### src/rtl/pipirima_defs.sv
// Shared definitions for the IMU-side blocks: lane geometry, FSM encodings
// and a lane-slice helper for packed multi-lane words.
`ifndef PIPIRIMA_DEFS_SV
`define PIPIRIMA_DEFS_SV

`define CBB_LANE(idx, width) ((idx)*(width)) +: (width)

package pipirima_defs;

    localparam int DW    = 32;
    localparam int LANES = 4;
    localparam int CNT_W = 8;

    typedef enum logic {
        IDLE  = 1'b0,
        ACCUM = 1'b1
    } state_t;

endpackage

`endif

### src/rtl/cbb_result_fifo.sv
// Two-entry result buffer with a registered head word. A push that arrives
// while full and without a simultaneous pop is refused and flagged on o_drop.
module cbb_result_fifo #(
    parameter int W = 128
) (
    input  logic         clk,
    input  logic         rst,
    input  logic         i_push,
    input  logic [W-1:0] i_data,
    input  logic         i_pop,
    output logic [W-1:0] o_data,
    output logic         o_empty,
    output logic         o_drop
);

    logic [W-1:0] r_head;
    logic [W-1:0] r_tail;
    logic [1:0]   r_count;
    logic         w_pop;

    assign w_pop   = i_pop && (r_count != 2'd0);
    assign o_drop  = i_push && (r_count == 2'd2) && !w_pop;
    assign o_data  = r_head;
    assign o_empty = (r_count == 2'd0);

    // Head always holds the oldest entry so the output needs no read mux.
    always_ff @(posedge clk or posedge rst) begin
        if (rst) begin
            r_head  <= '0;
            r_tail  <= '0;
            r_count <= 2'd0;
        end else begin
            case ({i_push, w_pop})
                2'b10: begin
                    if (r_count == 2'd0) begin
                        r_head  <= i_data;
                        r_count <= 2'd1;
                    end else if (r_count == 2'd1) begin
                        r_tail  <= i_data;
                        r_count <= 2'd2;
                    end
                end
                2'b01: begin
                    r_head  <= r_tail;
                    r_count <= r_count - 2'd1;
                end
                2'b11: begin
                    if (r_count == 2'd1) begin
                        r_head <= i_data;
                    end else begin
                        r_head <= r_tail;
                        r_tail <= i_data;
                    end
                end
                default: begin
                end
            endcase
        end
    end

endmodule

### src/rtl/cbb_accumulator.sv
// Lane-wise accumulator behind the IMU: sums a programmable number of valid
// beats per lane and hands each completed group to a 2-entry result buffer.
module cbb_accumulator #(
    parameter int LANES = pipirima_defs::LANES,
    parameter int DW    = pipirima_defs::DW,
    parameter int CNT_W = pipirima_defs::CNT_W
) (
    input  logic                clk,
    input  logic                rst,
    input  logic [LANES*DW-1:0] in_data,
    input  logic                in_valid,
    input  logic [CNT_W-1:0]    beats,
    output logic [LANES*DW-1:0] out_data,
    output logic                out_valid,
    input  logic                out_ready,
    output logic                busy,
    output logic                overflow
);

    import pipirima_defs::state_t;
    import pipirima_defs::IDLE;
    import pipirima_defs::ACCUM;

    state_t              r_state;
    state_t              w_nextState;
    logic [DW-1:0]       r_acc [LANES];
    logic [DW-1:0]       w_sum [LANES];
    logic [LANES*DW-1:0] w_sumFlat;
    logic [LANES*DW-1:0] w_pushData;
    logic [CNT_W-1:0]    r_cnt;
    logic [CNT_W-1:0]    r_target;
    logic [CNT_W-1:0]    w_beatsEff;
    logic [CNT_W-1:0]    w_cntNext;
    logic                w_push;
    logic                w_drop;
    logic                w_empty;
    logic                r_overflow;

    assign w_beatsEff = (beats == '0) ? CNT_W'(1) : beats;
    assign w_cntNext  = r_cnt + CNT_W'(1);

    // Each lane wraps on its own; no carry is shared between lanes.
    for (genvar g = 0; g < LANES; g++) begin : g_lane
        assign w_sum[g] = r_acc[g] + in_data[`CBB_LANE(g, DW)];
        assign w_sumFlat[`CBB_LANE(g, DW)] = w_sum[g];
    end

    always_ff @(posedge clk or posedge rst) begin
        if (rst) begin
            r_state <= IDLE;
        end else begin
            r_state <= w_nextState;
        end
    end

    always_comb begin
        w_nextState = r_state;
        w_push      = 1'b0;
        w_pushData  = in_data;
        case (r_state)
            IDLE: begin
                if (in_valid) begin
                    if (w_beatsEff == CNT_W'(1)) begin
                        w_push = 1'b1;
                    end else begin
                        w_nextState = ACCUM;
                    end
                end
            end
            ACCUM: begin
                if (in_valid && (w_cntNext == r_target)) begin
                    w_push      = 1'b1;
                    w_pushData  = w_sumFlat;
                    w_nextState = IDLE;
                end
            end
            default: begin
                w_nextState = IDLE;
            end
        endcase
    end

    // Group length is latched on the first beat so later beats changes are ignored.
    always_ff @(posedge clk or posedge rst) begin
        if (rst) begin
            r_cnt    <= '0;
            r_target <= '0;
            for (int i = 0; i < LANES; i++) begin
                r_acc[i] <= '0;
            end
        end else if (in_valid) begin
            if (r_state == IDLE) begin
                r_cnt    <= CNT_W'(1);
                r_target <= w_beatsEff;
                for (int i = 0; i < LANES; i++) begin
                    r_acc[i] <= in_data[`CBB_LANE(i, DW)];
                end
            end else begin
                r_cnt <= w_cntNext;
                for (int i = 0; i < LANES; i++) begin
                    r_acc[i] <= w_sum[i];
                end
            end
        end
    end

    always_ff @(posedge clk or posedge rst) begin
        if (rst) begin
            r_overflow <= 1'b0;
        end else if (w_drop) begin
            r_overflow <= 1'b1;
        end
    end

    cbb_result_fifo #(
        .W (LANES*DW)
    ) u_fifo (
        .clk     (clk),
        .rst     (rst),
        .i_push  (w_push),
        .i_data  (w_pushData),
        .i_pop   (out_ready),
        .o_data  (out_data),
        .o_empty (w_empty),
        .o_drop  (w_drop)
    );

    assign out_valid = !w_empty;
    assign busy      = (r_state == ACCUM);
    assign overflow  = r_overflow;

endmodule

### config.mk
export PLATFORM = sky130hd
export DESIGN_NAME = cbb_accumulator
export DESIGN_NICKNAME = d
export VERILOG_FILES = /design/src/rtl/pipirima_defs.sv /design/src/rtl/cbb_result_fifo.sv /design/src/rtl/cbb_accumulator.sv
export SDC_FILE = /design/constraint.sdc
export NUM_CORES = 2
export LEC_CHECK = 0
export CAP_MARGIN = 25
export CORE_UTILIZATION = 38
export CTS_BUF_LIST = sky130_fd_sc_hd__clkbuf_4 sky130_fd_sc_hd__clkbuf_8
export CTS_CLUSTER_SIZE = 16
export DETAILED_ROUTE_END_ITERATION = 6
export DONT_BUFFER_PORTS = 1
export GPL_ROUTABILITY_DRIVEN = 1
export GPL_TIMING_DRIVEN = 0
export SLEW_MARGIN = 40
export SYNTH_ARGS = -nofsm -noshare
export SYNTH_HDL_FRONTEND = slang
export SYNTH_HIERARCHICAL = 1
export SYNTH_SLANG_ARGS = --single-unit
### constraint.sdc
create_clock -name clk -period 9.5 [get_ports clk]
set_clock_uncertainty 0.1 [all_clocks]
set_input_delay 0.475 -clock clk [delete_from_list [all_inputs] [get_ports clk]]
set_output_delay 0.475 -clock clk [all_outputs]
set_load 0.005 [all_outputs]
======== Word level (Yosys, flattened, before mapping) ========
Index checks and enable logic that the tools add are counted.
operators by class
  add/subtract/negate cells ............... 6
  equality and inequality tests ........... 11
  muxes and demuxes ....................... 22
  bitwise logic cells ..................... 1
  reduce and logical (&&, ||, !) cells .... 16
operators by type and width
  operator                                        number
  two-way mux 128 bit                             7
  one-hot mux 128 bit (3 select lines)            1
  one-hot mux 128 bit (2 select lines)            1
  adder 32 bit                                    4
  two-way mux 8 bit                               2
  adder 8 x 1 -> 8 bit (second input constant)    1
  == test 8 x 1 -> 1 bit (second input constant)  1
  == test 8 bit                                   1
  zero test 8 bit                                 1
  == test 2 bit (second input constant)           3
  two-way mux 1 bit                               6
  != test 2 bit (second input constant)           3
  AND reduction 2 bit                             3
  nonzero test 2 bit                              3
  == test 2 x 1 -> 1 bit (second input constant)  2
  logical AND 1 bit                               4
  two-way mux 2 bit                               2
  one-hot mux 1 bit (2 select lines)              2
  one-hot mux 2 bit (2 select lines)              1
  != test 3 x 2 -> 1 bit (second input constant)  1
  AND reduction 3 bit                             1
  nonzero test 3 bit                              1
  zero test 1 bit                                 2
  zero test 2 bit                                 1
  other kinds (2)                                 2
storage, ports and cells
  register bits ........................... 404
  input bits .............................. 140
  output and inout port bits .............. 131

======== Longest topological paths before layout ========
  depth in word-level cells ............... 9
  gate-level depth with buffers ........... 15
  depth with buffers taken out ............ 15

======== Hierarchy ========
The synthesis kept the hierarchy.
by module, submodules not included
  module           times used  cells each  area an instance (µm²)
  cbb_accumulator  1           1767        14347.5
  cbb_result_fifo  1           876         11543.6

======== Worst setup path after synthesis ========
No wires, ideal clock.
  kind .................................... input -> register
  start ................................... input in_data[96]
  end ..................................... register u_fifo.r_head[116], in the netlist u_fifo/o_data[116]
  setup time .............................. 133 ps
  arrival ................................. 3417 ps
  slack ................................... 5849 ps
  stages on the path ...................... 15
  buffers on the path ..................... 0
  path through ............................ ha_1 > fa_1 > a21o_1 > a21oi_1 > nor2b_1 > o21a_1 > o41ai_4 > o21ai_2 > a21boi_0 > o21ai_0 > xor2_1 > mux2_2 > mux2_2 > a22oi_1 > o21ai_0
between the ends
  word-level cells in the longest chain between the ends .. 5
RTL lines
  item                                      RTL line                                      text
  from (decl)                               cbb_accumulator.sv:10                         input logic [LANES*DW-1:0] in_data,
  adder 32 bit (*)                          cbb_accumulator.sv:44                         assign w_sum[g] = r_acc[g] + in_data[`CBB_LANE(g, DW)];
  two-way mux 128 bit (*)                   cbb_accumulator.sv:71                         if (in_valid && (w_cntNext == r_target)) begin
  two-way mux 128 bit (*)                   cbb_accumulator.sv:60                         case (r_state)
  via w_pushData[116]                       cbb_accumulator.sv:29                         logic [LANES*DW-1:0] w_pushData;
  two-way mux 128 bit (on tied branches)    cbb_result_fifo.sv:48, cbb_result_fifo.sv:35
  one-hot mux 128 bit (3 select lines) (*)  cbb_result_fifo.sv:33                         case ({i_push, w_pop})
  to (signal assigned)                      cbb_result_fifo.sv:36                         r_head <= i_data;
  to (signal assigned)                      cbb_result_fifo.sv:49                         r_head <= i_data;
  to (signal assigned)                      cbb_result_fifo.sv:51                         r_head <= r_tail;
  to (decl)                                 cbb_result_fifo.sv:16                         logic [W-1:0] r_head;
Mark *: on every way through the listed nets, which the timed path passes. The rest lies on a longest branch. The select of a mux whose other input is x is not followed.
A chain may end at the register's enable or synchronous reset.

======== Worst setup path in the final report ========
  start ................................... register r_state, in the netlist busy
  end ..................................... register u_fifo.r_tail[10]
between the ends
  word-level cells in the longest chain between the ends .. 5
RTL lines
  item                                                                         RTL line               text
  from (decl)                                                                  cbb_accumulator.sv:24  state_t r_state;
  from (signal assigned)                                                       cbb_accumulator.sv:52  r_state <= w_nextState;
  inverter 1 bit (no source line)                                              -
  one-hot mux 1 bit (2 select lines) (*)                                       cbb_accumulator.sv:60
  via w_push                                                                   cbb_accumulator.sv:34  logic w_push;
  == test 2 bit                                                                cbb_result_fifo.sv:33
  != test 2 bit (no source line) / nonzero test 2 bit (equally long branches)  -
  AND reduction 3 bit (no source line)                                         -
  to (signal assigned)                                                         cbb_result_fifo.sv:39  r_tail <= i_data;
  to (signal assigned)                                                         cbb_result_fifo.sv:52  r_tail <= i_data;
  to (decl)                                                                    cbb_result_fifo.sv:17  logic [W-1:0] r_tail;
Marked as above.

==> out/results.tsv <==
stage	metric	value	unit
logic_synthesis	yosysTopAreaCell	dfrtp_1	
routing	via_per_inst	5.85	
logic_synthesis	synth_top_area_share	39.0	%
global_routing	grt_usage	26.3	%
status	outcome	finished, final reports clean	
setup_path	worstSetupPathType	flip-flop to flip-flop	
routing	vias	22200	
die	start_util	38.5	%
cells_and_area	area_growth	16.8	%
cts	clkSinkCount	404	
routing	wl_per_cell	24.2	um
cells_and_area	drive_above_1_share	14.9	%
hold_path	hold_start	in_data[53]	
setup_path	r2r-start	busy	
sta	maxSlewViolCount	0	
placed_design	dp_hpwl	64.8	mm
setup_path	r2r_setup_slack	4.04	ns
cts	cts-root-buf	clkbuf_8	
global_routing	grt_pass1_wl	140	mm
placed_design	io_buffer_count	0	
die	design.core.area	0.0673	mm^2
cells_and_area	fillerInstances	6356	
die	rows	95	
logic_synthesis	yosys-top-cells-area	dfrtp_1 39%, mux2_2 7.7%, ha_1 6.2%	
sta	post-route-min-period	5.46	ns
cts	clk_path_buf_depth	3	
die	chipWidth	263	um
cts	tritoncts.num_buffers	78	
global_routing	grt_pass1_vias	22700	
logic_synthesis	ys_async_sr_fraction	100	%
cts	cts_resized	0	
power_and_ir_drop	finalPower	9.15	mW
setup_path	crit_path_end_kind	flip-flop	
cells_and_area	most-common-layout-cells	404 x dfrtp_1, 248 x nand2_1, 178 x mux2_2	
global_routing	gr-total-overflow	0	
cts	clk_latency	0.70	ns
setup_path	cp_max_fo	10	
power_and_ir_drop	max-vdd-ir-drop	0.000138	V
cts	h-tree-depth	3	
cts	post-cts-setup-buffers	0	
die	die_h	263	um
hold_path	hold_class	input pin to flip-flop	
die	die_area	0.0692	mm^2
logic_synthesis	synth.avg_cell_area	9.80	um^2
routing	ant_nets	0	
placed_design	place_congestion	0.923	
routing	wirelength	92.0	mm
logic_synthesis	ys_warn_count	6	
logic_synthesis	synthesis.area	0.0259	mm^2
sta	rsz0062_at_grt	false	
sta	setup_viol	0	
global_routing	grt_max_degree	81	
setup_path	worst_r2r_path_depth	12	
routing	drtIter0Drc	1837	
sta	fin_crit_sh	57.5	%
logic_synthesis	synth_seq_cells	404	
setup_path	r2r_end	u_fifo/r_tail[10]	
setup_path	critPathArrivalTime	5.90	ns
cells_and_area	nets	3139	
die	io_pins	271	
cells_and_area	fin_util	44.9	%
logic_synthesis	ys_seq_area_share	39.0	%
routing	drt_first_pass_iters	5	
logic_synthesis	synth-edff-count	0	
logic_synthesis	syn_inst	2643	
power_and_ir_drop	p_per_area	303	mW/mm^2
logic_synthesis	ys_types	80	
logic_synthesis	synth_ff_type	dfrtp_1	
cts	clk_pin_slew_worst_paths	0.06	ns
sta	relSlewSlack	42.2	%
power_and_ir_drop	leakage	14.7	nW
sta	tightest_slew	0.866	ns
hold_path	hold_path_end	r_acc[85]	
logic_synthesis	synthesis.nets	2916	
cts	hold_buffers	138	
setup_path	cp.required	9.93	ns
hold_path	hold_depth	3	
cells_and_area	layout_commonest_cell	dfrtp_1	
cts	cts_tree	done	
flow_run	cap_violations	0	
routing	post-route-drc-count	0	
setup_path	worstSetupStartpointType	flip-flop	
setup_path	crit_path_start	busy	
global_routing	antenna_found_initial	10	
sta	hold_viol	0	
sta	fmax	183	MHz
-- flip-flops by register name (all words and copies together), names as in the netlist --
register / flops
r_acc: 128
busy: 1
overflow: 1
u_fifo/o_data: 128
r_cnt: 8
u_fifo/r_tail: 128
u_fifo/r_count: 2
r_target: 8
-- per-stage QoR --
stage               instance area, um^2  std cells  TNS [ns]  hold WS, ns  setup WS [ns]
global placement                  27000       3516   -261.46        0.359          -1.05
global route                      30200       3797         0       0.0275           3.91
detailed placement                27200       3521         0        0.222           3.86
finish                            30200       3800         0       0.0484           4.04
floorplan                         25900       2643         0        0.350           1.83
CTS                               30200       3796         0    0.0000485           3.98
-- routing by layer --
| metal | global-route usage, % | part of all wire [%] | vias to the layer above |
|---|---|---|---|
| li1 | - | - | 10100 |
| met1 | 33.4 | 42 | 11100 |
| met2 | 43.2 | 47 | 764 |
| met3 | 6.60 | 7.5 | 200 |
| met4 | 9.51 | 3.1 | 12 |
| met5 | 0 | 0.077 | - |
-- area by class of cell --
| class | instances | area, um^2 | area share (%) |
|---|---|---|---|
| well taps | 873 | 1090 | 3.61 |
| inverters | 40 | 165 | 0.546 |
| multi-input cells | 2047 | 15000 | 49.6 |
| plain buffers | 152 | 674 | 2.23 |
| repair buffers | 143 | 1520 | 5.02 |
| clock buffers | 114 | 1480 | 4.88 |
| flip-flops and latches | 404 | 10100 | 33.4 |
| clock inverters | 23 | 189 | 0.625 |
| diodes | 4 | 10.0 | 0.0331 |
-- worst max path at each step --
stage	endpoint	depth (start not counted)	slack, ns
after floorplan	u_fifo/o_data[0]	1	1.83
after global placement	u_fifo/o_data[76]	1	-1.05
after global routing	u_fifo/r_tail[13]	12	3.91
after detailed placement	u_fifo/r_tail[10]	13	3.86
final	u_fifo/r_tail[10]	12	4.04
after CTS	u_fifo/r_tail[10]	12	3.98
-- Yosys cell counts (46+ instances only) --
library cell / count
a21o_1: 72
a21oi_1: 175
a221o_1: 98
and2_1: 58
buf_2: 46
clkbuf_1: 87
dfrtp_1: 404
ha_1: 129
mux2_2: 178
mux2i_1: 127
nand2_1: 248
nor2_1: 176
nor2b_1: 61
o21ai_0: 140
xnor2_1: 79
-- cell families after synthesis --
family          synth area share, %
mux                            14.5
simple gates                   13.1
fa+ha+maj                      6.54
buf+inv                        3.08
compound gates                 19.6
xor+xnor                       4.16
flops                          39.0
-- power breakdown --
| group | internal, mW | switching [mW] | leakage, nW |
|---|---|---|---|
| registers | 2.38 | 0.493 | 5.24 |
| clock network | 1.05 | 0.839 | 0.887 |
| logic | 1.96 | 2.42 | 8.54 |
-- critical path, cell delays in order, from the launching register on --
cell and delay, ns:
dfrtp_1 0.57, inv_2 0.20, nor2_2 0.70, nand4_1 0.17, nor3_1 0.30, nand3_1 0.52, clkbuf_2 0.50, o21ai_1 0.44
nand2b_1 0.25, a21oi_4 0.53, buf_4 0.37, buf_4 0.27, mux2_1 0.35
Power figures use the tool's default switching activity.
